**src/rtl/cpu_lab_pkg.sv**
```systemverilog
// cpu_lab_pkg: definitions shared across the lab CPU system.
//   state_t    - run/step controller state encoding (also shown on the LEDs
//                and decoded by the display block)
//   STEP_CNT_W - width of the issued-instruction counter
package cpu_lab_pkg;

  typedef enum logic [1:0] {
    ST_IDLE   = 2'b00,
    ST_RUN    = 2'b01,
    ST_STEP   = 2'b10,
    ST_HALTED = 2'b11
  } state_t;

  localparam int STEP_CNT_W = 16;

endpackage

```
**src/rtl/btn_debounce.sv**
```systemverilog
// btn_debounce: synchronizes a raw, bouncing push button into clk_in and
// only accepts a new level after DEBOUNCE_CYCLES consecutive samples that
// disagree with the current debounced level.
// Ports:
//   clk_in - system clock
//   rst    - asynchronous active-low reset
//   din    - raw asynchronous button input
//   level  - debounced button level
//   rise   - one-cycle pulse when the debounced level goes 0 -> 1
module btn_debounce #(
  parameter int DEBOUNCE_CYCLES = 1000000,
  parameter int CNT_W           = 20
) (
  input  logic clk_in,
  input  logic rst,
  input  logic din,
  output logic level,
  output logic rise
);

  localparam logic [CNT_W-1:0] CNT_LAST = CNT_W'(DEBOUNCE_CYCLES - 1);

  logic             r_sync1;
  logic             r_sync2;
  logic             r_level;
  logic             r_rise;
  logic [CNT_W-1:0] r_cnt;

  // Two-flop synchronizer for the asynchronous button.
  always_ff @(posedge clk_in or negedge rst) begin
    if (!rst) begin
      r_sync1 <= 1'b0;
      r_sync2 <= 1'b0;
    end else begin
      r_sync1 <= din;
      r_sync2 <= r_sync1;
    end
  end

  // Count consecutive samples that disagree with the debounced level; any
  // agreeing sample restarts the count, so a bounce resets the wait.
  always_ff @(posedge clk_in or negedge rst) begin
    if (!rst) begin
      r_level <= 1'b0;
      r_rise  <= 1'b0;
      r_cnt   <= '0;
    end else begin
      r_rise <= 1'b0;
      if (r_sync2 == r_level) begin
        r_cnt <= '0;
      end else if (r_cnt == CNT_LAST) begin
        r_level <= r_sync2;
        r_rise  <= r_sync2;
        r_cnt   <= '0;
      end else begin
        r_cnt <= r_cnt + CNT_W'(1);
      end
    end
  end

  assign level = r_level;
  assign rise  = r_rise;

endmodule

```
**src/rtl/cpu_step_ctrl.sv**
```systemverilog
// cpu_step_ctrl: run/step controller for the lab CPU. Converts rising edges
// of the clock divider output into single-cycle cpu_en pulses, either on
// every slow edge (RUN) or once per debounced button press (STEP). A CPU
// halt freezes issue until reset.
// Ports:
//   clk_in   - system clock (only clock)
//   rst      - asynchronous active-low reset
//   slow_clk - divider output, already registered in clk_in
//   mode_run - asynchronous board switch, 1 = RUN, 0 = step mode
//   step_btn - raw bouncing push button, active-high
//   halt     - CPU halt flag, clk_in domain
//   cpu_en   - registered single-cycle instruction enable
//   step_cnt - number of cpu_en pulses issued, wraps
//   state    - controller state for the LEDs
module cpu_step_ctrl
  import cpu_lab_pkg::*;
#(
  parameter int DEBOUNCE_CYCLES = 1000000,
  parameter int CNT_W           = 20
) (
  input  logic                  clk_in,
  input  logic                  rst,
  input  logic                  slow_clk,
  input  logic                  mode_run,
  input  logic                  step_btn,
  input  logic                  halt,
  output logic                  cpu_en,
  output logic [STEP_CNT_W-1:0] step_cnt,
  output logic [1:0]            state
);

  logic                  r_mode_s1;
  logic                  r_mode_s2;
  logic                  r_slow_d;
  state_t                r_state;
  logic                  r_cpu_en;
  logic [STEP_CNT_W-1:0] r_step_cnt;

  state_t                w_state_nxt;
  logic                  w_issue;
  logic                  w_tick;
  logic                  w_btn_level;
  logic                  w_btn_rise;
  logic                  w_press;

  btn_debounce #(
    .DEBOUNCE_CYCLES (DEBOUNCE_CYCLES),
    .CNT_W           (CNT_W)
  ) u_btn_debounce (
    .clk_in (clk_in),
    .rst    (rst),
    .din    (step_btn),
    .level  (w_btn_level),
    .rise   (w_btn_rise)
  );

  // A rise pulse is only meaningful while the debounced level is high.
  assign w_press = w_btn_rise & w_btn_level;

  // Two-flop synchronizer for the mode switch.
  always_ff @(posedge clk_in or negedge rst) begin
    if (!rst) begin
      r_mode_s1 <= 1'b0;
      r_mode_s2 <= 1'b0;
    end else begin
      r_mode_s1 <= mode_run;
      r_mode_s2 <= r_mode_s1;
    end
  end

  // Delayed copy of slow_clk for rising-edge detection.
  always_ff @(posedge clk_in or negedge rst) begin
    if (!rst) begin
      r_slow_d <= 1'b0;
    end else begin
      r_slow_d <= slow_clk;
    end
  end

  assign w_tick = slow_clk & ~r_slow_d;

  // Next state and issue decision; halt always wins, and a tick that
  // coincides with a halt or a mode drop is swallowed.
  always_comb begin
    w_state_nxt = r_state;
    w_issue     = 1'b0;
    case (r_state)
      ST_IDLE: begin
        if (halt) begin
          w_state_nxt = ST_HALTED;
        end else if (r_mode_s2) begin
          w_state_nxt = ST_RUN;
        end else if (w_press) begin
          w_state_nxt = ST_STEP;
        end else begin
          w_state_nxt = ST_IDLE;
        end
      end
      ST_RUN: begin
        if (halt) begin
          w_state_nxt = ST_HALTED;
        end else if (!r_mode_s2) begin
          w_state_nxt = ST_IDLE;
        end else begin
          w_issue = w_tick;
        end
      end
      ST_STEP: begin
        // Presses and mode changes are ignored until back in IDLE.
        if (halt) begin
          w_state_nxt = ST_HALTED;
        end else if (w_tick) begin
          w_issue     = 1'b1;
          w_state_nxt = ST_IDLE;
        end else begin
          w_state_nxt = ST_STEP;
        end
      end
      ST_HALTED: begin
        w_state_nxt = ST_HALTED;
      end
      default: begin
        w_state_nxt = ST_IDLE;
      end
    endcase
  end

  // State register, registered enable and wrapping issue counter.
  always_ff @(posedge clk_in or negedge rst) begin
    if (!rst) begin
      r_state    <= ST_IDLE;
      r_cpu_en   <= 1'b0;
      r_step_cnt <= '0;
    end else begin
      r_state  <= w_state_nxt;
      r_cpu_en <= w_issue;
      if (w_issue) begin
        r_step_cnt <= r_step_cnt + STEP_CNT_W'(1);
      end else begin
        r_step_cnt <= r_step_cnt;
      end
    end
  end

  assign cpu_en   = r_cpu_en;
  assign step_cnt = r_step_cnt;
  assign state    = r_state;

endmodule
```
**config.mk**
```make
export PLATFORM = sky130hd
export DESIGN_NAME = cpu_step_ctrl
export DESIGN_NICKNAME = d
export VERILOG_FILES = /design/src/rtl/cpu_lab_pkg.sv /design/src/rtl/btn_debounce.sv /design/src/rtl/cpu_step_ctrl.sv
export SDC_FILE = /design/constraint.sdc
export NUM_CORES = 1
export LEC_CHECK = 0
export ABC_AREA = 1
export CORE_ASPECT_RATIO = 0.8
export CORE_UTILIZATION = 50
export CTS_CLUSTER_DIAMETER = 60
export DETAILED_ROUTE_END_ITERATION = 10
export GPL_TIMING_DRIVEN = 0
export PLACE_DENSITY_LB_ADDON = 0.25
export RECOVER_POWER = 50
export SLEW_MARGIN = 10
export SYNTH_ARGS = -nofsm -noshare
export SYNTH_HDL_FRONTEND = slang
export SYNTH_SLANG_ARGS = --single-unit
```
**constraint.sdc**
```tcl
create_clock -name clk_in -period 2.03 [get_ports clk_in]
set_clock_uncertainty 0.15 [all_clocks]
set_input_delay 0.406 -clock clk_in [delete_from_list [all_inputs] [get_ports clk_in]]
set_output_delay 0.406 -clock clk_in [all_outputs]
set_load 0.02 [all_outputs]
```
Yosys cells after proc, flatten, opt, wreduce, memory -nomap -nowiden

Index checks and enable logic that the tools add are counted.

Equal/unequal tests: 6
Reduce and logical (&&, ||, !) cells: 2
Bitwise logic cells: 4
Mux-type cells: 17
$add $sub $neg: 2

Operator list:

| operator                                                               | count |
|---|---|
| 20-bit two-way mux                                                     | 2 |
| 20-bit by 1-bit adder with 20-bit output (second input constant)       | 1 |
| 20-bit equality test (second input constant)                           | 1 |
| 16-bit by 1-bit adder with 16-bit output (second input constant)       | 1 |
| 2-bit two-way mux                                                      | 7 |
| 2-bit case mux with 4 select lines                                     | 1 |
| 1-bit two-way mux                                                      | 6 |
| 2-bit equality test (second input constant)                            | 2 |
| 3-bit inequality test (second input constant)                          | 1 |
| 1-bit AND                                                              | 2 |
| 2-bit by 1-bit equality test with 1-bit output (second input constant) | 1 |
| 2-bit zero test                                                        | 1 |
| 1-bit inverter                                                         | 2 |
| 1-bit case mux with 2 select lines                                     | 1 |
| 2-bit AND reduction                                                    | 1 |
| 1-bit equality test                                                    | 1 |

Input port bits: 6
Output and inout port bits: 19
Logic and storage cells: 42
Register bits after elaboration: 46

Longest topological paths before layout

Word-level depth: 5
Gate-level depth with buffers: 9
Gate-level depth less buffers: 9

Modules after synthesis

A second synthesis with hierarchy kept.

Cell total of the unflattened synthesis: 318
Area total of the unflattened synthesis: 2625.0 µm²

Modules (own cells, without submodules):

| module        | seq. area each (µm²) | area each (µm²) | cells an instance | instances |
|---|---|---|---|---|
| btn_debounce  | 600.6                | 1395.1          | 167               | 1 |
| cpu_step_ctrl | 550.5                | 1229.9          | 151               | 1 |

Least setup slack after synthesis

No wires, ideal clock.

Path kind: register to register
Start: register r_state[0], in the netlist state[0]
End: register r_step_cnt[5], in the netlist step_cnt[5]
Required time: 1.759 ns
Path slack: 0.306 ns
Clock period less this slack: 1.724 ns
Setup time: 0.121 ns
Stages on the path, launching flop included: 8
Buffers on the path: 1
Data arrival time: 1.454 ns
Cells stage by stage: dfrtp_1 inv_1 ha_1 a21oi_1 nor2_8 buf_6 nand4_1 nand2_1

Word-level cells in the longest chain between the ends: 2
Elaborated cells on any way between the ends: 3
Those cells by class: 2 x eq/ne; 1 x mux

Ends and longest elaborated chain:

| item                                                                                         | RTL line             | RTL |
|---|---|---|
| start: declaration                                                                           | cpu_step_ctrl.sv:35  | `state_t r_state;` |
| start signal: assignment                                                                     | cpu_step_ctrl.sv:135 | `r_state <= w_state_nxt;` |
| 2-bit equality test / 2-bit by 1-bit equality test with 1-bit output (equally long branches) | cpu_step_ctrl.sv:87  | `case (r_state)` |
| 1-bit case mux with 2 select lines (*)                                                       | cpu_step_ctrl.sv:87  |  |
| net w_issue                                                                                  | cpu_step_ctrl.sv:40  | `logic w_issue;` |
| end signal: assignment                                                                       | cpu_step_ctrl.sv:138 | `r_step_cnt <= r_step_cnt + STEP_CNT_W'(1);` |
| end signal: assignment                                                                       | cpu_step_ctrl.sv:140 | `r_step_cnt <= r_step_cnt;` |
| end: declaration                                                                             | cpu_step_ctrl.sv:37  | `logic [STEP_CNT_W-1:0] r_step_cnt;` |

Mark *: on every way through the listed nets, which the timed path passes. The rest lies on a longest branch.
A chain may end at the register's enable or synchronous reset.

Worst setup path after layout

Start: register r_step_cnt[11], in the netlist step_cnt[11]
End: output port step_cnt[11]

RTL lines:

| item             | RTL line            | RTL |
|---|---|---|
| end: declaration | cpu_step_ctrl.sv:28 | `output logic [STEP_CNT_W-1:0] step_cnt,` |

No word-level cell between the ends.

==> flow_summary.yaml <==
status:
  outcome: "complete, no violations"
sta:
  rsz0062_at_grt: "false"
  finalWorstSetupSlack_ns: 0.101
  hold_viol_final: 0
  fin_crit_sh_pct: 95.0
  worst_pin_slew_ns: 0.823
  relSlewSlack_pct: 45.2
  slew_viol_final: 0
  tns_ns: 0
  max_freq_mhz: 518
  setup_viol: 0
  fin_hold_ws_ns: 0.208
  period_needed_ns: 1.93
synthesis:
  seq_area_frac_synth_pct: 46.7
  synth_ff_type: "dfrtp_1"
  synth_commonest_cells: "nand2_1 (82), nor2_1 (57), dfrtp_1 (46)"
  yosys.area.top_type: "dfrtp_1"
  synth_seq_cells: 46
  postSynthCellCount: 314
  synthArstFlopShare_pct: 100
  synth_edf_count: 0
  syn_area_sq_mm: 0.00247
  ys_top_cells_by_area: "dfrtp_1 (47%), nand2_1 (12%), nor2_1 (8.7%)"
  synthMostInstantiatedCell: "nand2_1"
  synth_cell_types: 25
  avgSynthCellArea_sq_um: 7.86
  synth_top_cell_area_share_pct: 46.7
  yosys_warnings: 0
  synthesis.nets: 326
layout:
  antennaDiodeCount: 0
  fill_cells: 400
  seqCellArea_sq_mm: 0.00115
  nNetsFinal: 359
  post-route-util_pct: 61.8
  drive_above_1_share_pct: 7.49
  multi_input_area_sq_mm: 0.00117
  final_cell_count_no_fill: 407
  syn_to_final_growth_pct: 16.6
worst_setup_path:
  worstPathRequired_ns: 1.47
  slowest_stage: "clkdlybuf4s50_1"
  critical_path.top_delay_family: "buffers and inverters"
  slowest_delay_ns: 0.64
  criticalPathCategory: "flip-flop to primary output"
  start_kind: "flip-flop"
  arrival_ns: 1.37
  worstPathMaxFanout: 6
  reg2reg_slack_ns: 0.21
  crit_path_cell_trace: "clkdlybuf4s50_1"
  reg2reg_from: "state[1]"
  cp-end-kind: "primary output"
  worstRegToRegCells: 8
  worstReg2RegEnd: "step_cnt[10]"
  path_buf_inv: 1
place:
  gp_congestion: 0.894
  hpwl_um: 3890
  place_ws_ns: 0.0221
  place_inst: 399
  portBuffers: 24
drt:
  routed_wl_um: 4990
  wire_per_inst_um: 12.3
  drc: 0
  dr_total_vias: 2068
  avgViaCountPerCell: 5.08
  drtIter0Drc: 144
  postRouteAntennaNets: 0
  drt_pass1_iterations: 4
clock_tree:
  cts_inserted_buffers: 5
  cts_buffer_depth: 2
  post-cts-setup-buffers: 0
  cts_tree: "done"
  htree_levels: 2
  path_clk_slew_ns: 0.08
  root_buffer: "clkbuf_8"
  cts_resized: 0
  cts.sinks: 46
  insertion_delay_ns: 0.29
  postCtsHoldBufs: 1
global_route:
  grt_pass1_vias: 2004
  grt_use_total_pct: 22.5
  grt_overflow: 0
  grt_pass1_wl_um: 8940
  antenna_found_initial: 0
  grt_max_degree: 34
floorplan:
  dieArea_sq_mm: 0.00522
  rows: 22
  floorplan.io_pins: 25
  dieHeight_um: 64.8
  core_area_sq_mm: 0.00465
  die_w_um: 80.5
  start_util_pct: 53.0
worst_hold_path:
  hold_end: "u_btn_debounce.r_sync2"
  hp-start: "u_btn_debounce.r_sync1"
  worstHoldPathType: "flip-flop to flip-flop"
  hold_path_depth: 0
power:
  vdd_drop_max_mv: 0.483
  power_density_mw_per_mm2: 729
  p_leak_nw: 1.24
flow_run:
  maxCapViolations: 0
-- worst max-delay path by stage --
stage                 start           end  slack, ns  cells past startpoint
2_1_floorplan      state[0]   step_cnt[5]       0.31                      7
3_3_place_gp            rst     r_mode_s2      -0.86                      1
3_5_place_dp           halt   step_cnt[7]       0.02                      9
4_1_cts        step_cnt[11]  step_cnt[11]        0.1                      1
5_1_grt        step_cnt[11]  step_cnt[11]       0.04                      1
6_report       step_cnt[11]  step_cnt[11]       0.10                      1
-- routing by layer --
metal	vias up	GRT usage (%)	wire [um]	part of all wire, %
met5	-	0	0	0
met4	0	6.47	42	0.84
met3	6	4.93	267	5.4
met2	46	32.5	2190	44
met1	965	33.6	2490	50
li1	1051	-	-	-
-- logic make-up (layout without fill, tap and decap cells) --
group | after synthesis | in the layout | synth area share (%)
buffers and inverters | 34 | 67 | 5.53
and+or+nand+nor | 193 | 193 | 34.2
AOI/OAI and AO/OA | 15 | 15 | 3.14
adders and majority gates | 6 | 6 | 3.04
DFF | 46 | 46 | 46.7
xor gates and xnor gates | 20 | 20 | 7.40
-- through the flow --
| stage | total power (W) | instance area, sq um |
|---|---|---|
| floorplan | 0.00138 | 2470 |
| finish | 0.00210 | 2880 |
| CTS | 0.00212 | 2890 |
| detailed placement | 0.00160 | 2800 |
| global placement | 0.00157 | 2780 |
| global route | 0.00224 | 2880 |
-- cell type report --
class | instances | area share, %
Clock inverter | 2 | 0.348
Clock buffer | 5 | 2.39
Tap cell | 60 | 2.61
Timing Repair Buffer | 26 | 9.18
Buffer | 2 | 0.522
Inverter | 32 | 4.18
Sequential cell | 46 | 40.0
Multi-Input combinational cell | 234 | 40.8
-- flip-flops by register name, indices dropped and copies added (netlist names) --
signal,flops
u_btn_debounce.r_cnt,20
step_cnt,16
state,2
cpu_en,1
r_mode_s1,1
r_mode_s2,1
r_slow_d,1
u_btn_debounce.level,1
u_btn_debounce.r_sync1,1
u_btn_debounce.r_sync2,1
u_btn_debounce.rise,1
-- placed cells by master, fill, tap and decap left out, types with 2 or more instances in the layout --
cell type and n:
o21ai_1 5, o21ai_0 6, nand3_1 29, nand4_1 5, inv_1 28, xor2_1 12
nand2_2 4, xnor2_1 8, nand2_1 82, inv_2 3, ha_1 6, clkinv_2 2
nor2_2 6, nor2_1 57, clkbuf_8 5, dfrtp_1 46, nor3_1 5, clkbuf_1 2
a21oi_1 3, dlygate4sd3_1 4, clkdlybuf4s50_1 20
-- report_power, final --
part | switching [W] | internal [W] | total, W | leakage, nW
registers | 0.0000743 | 0.000983 | 0.00106 | 0.613
logic | 0.000303 | 0.000216 | 0.000519 | 0.584
clock network | 0.000288 | 0.000231 | 0.000519 | 0.0438
(Power assumes the default switching activity.)
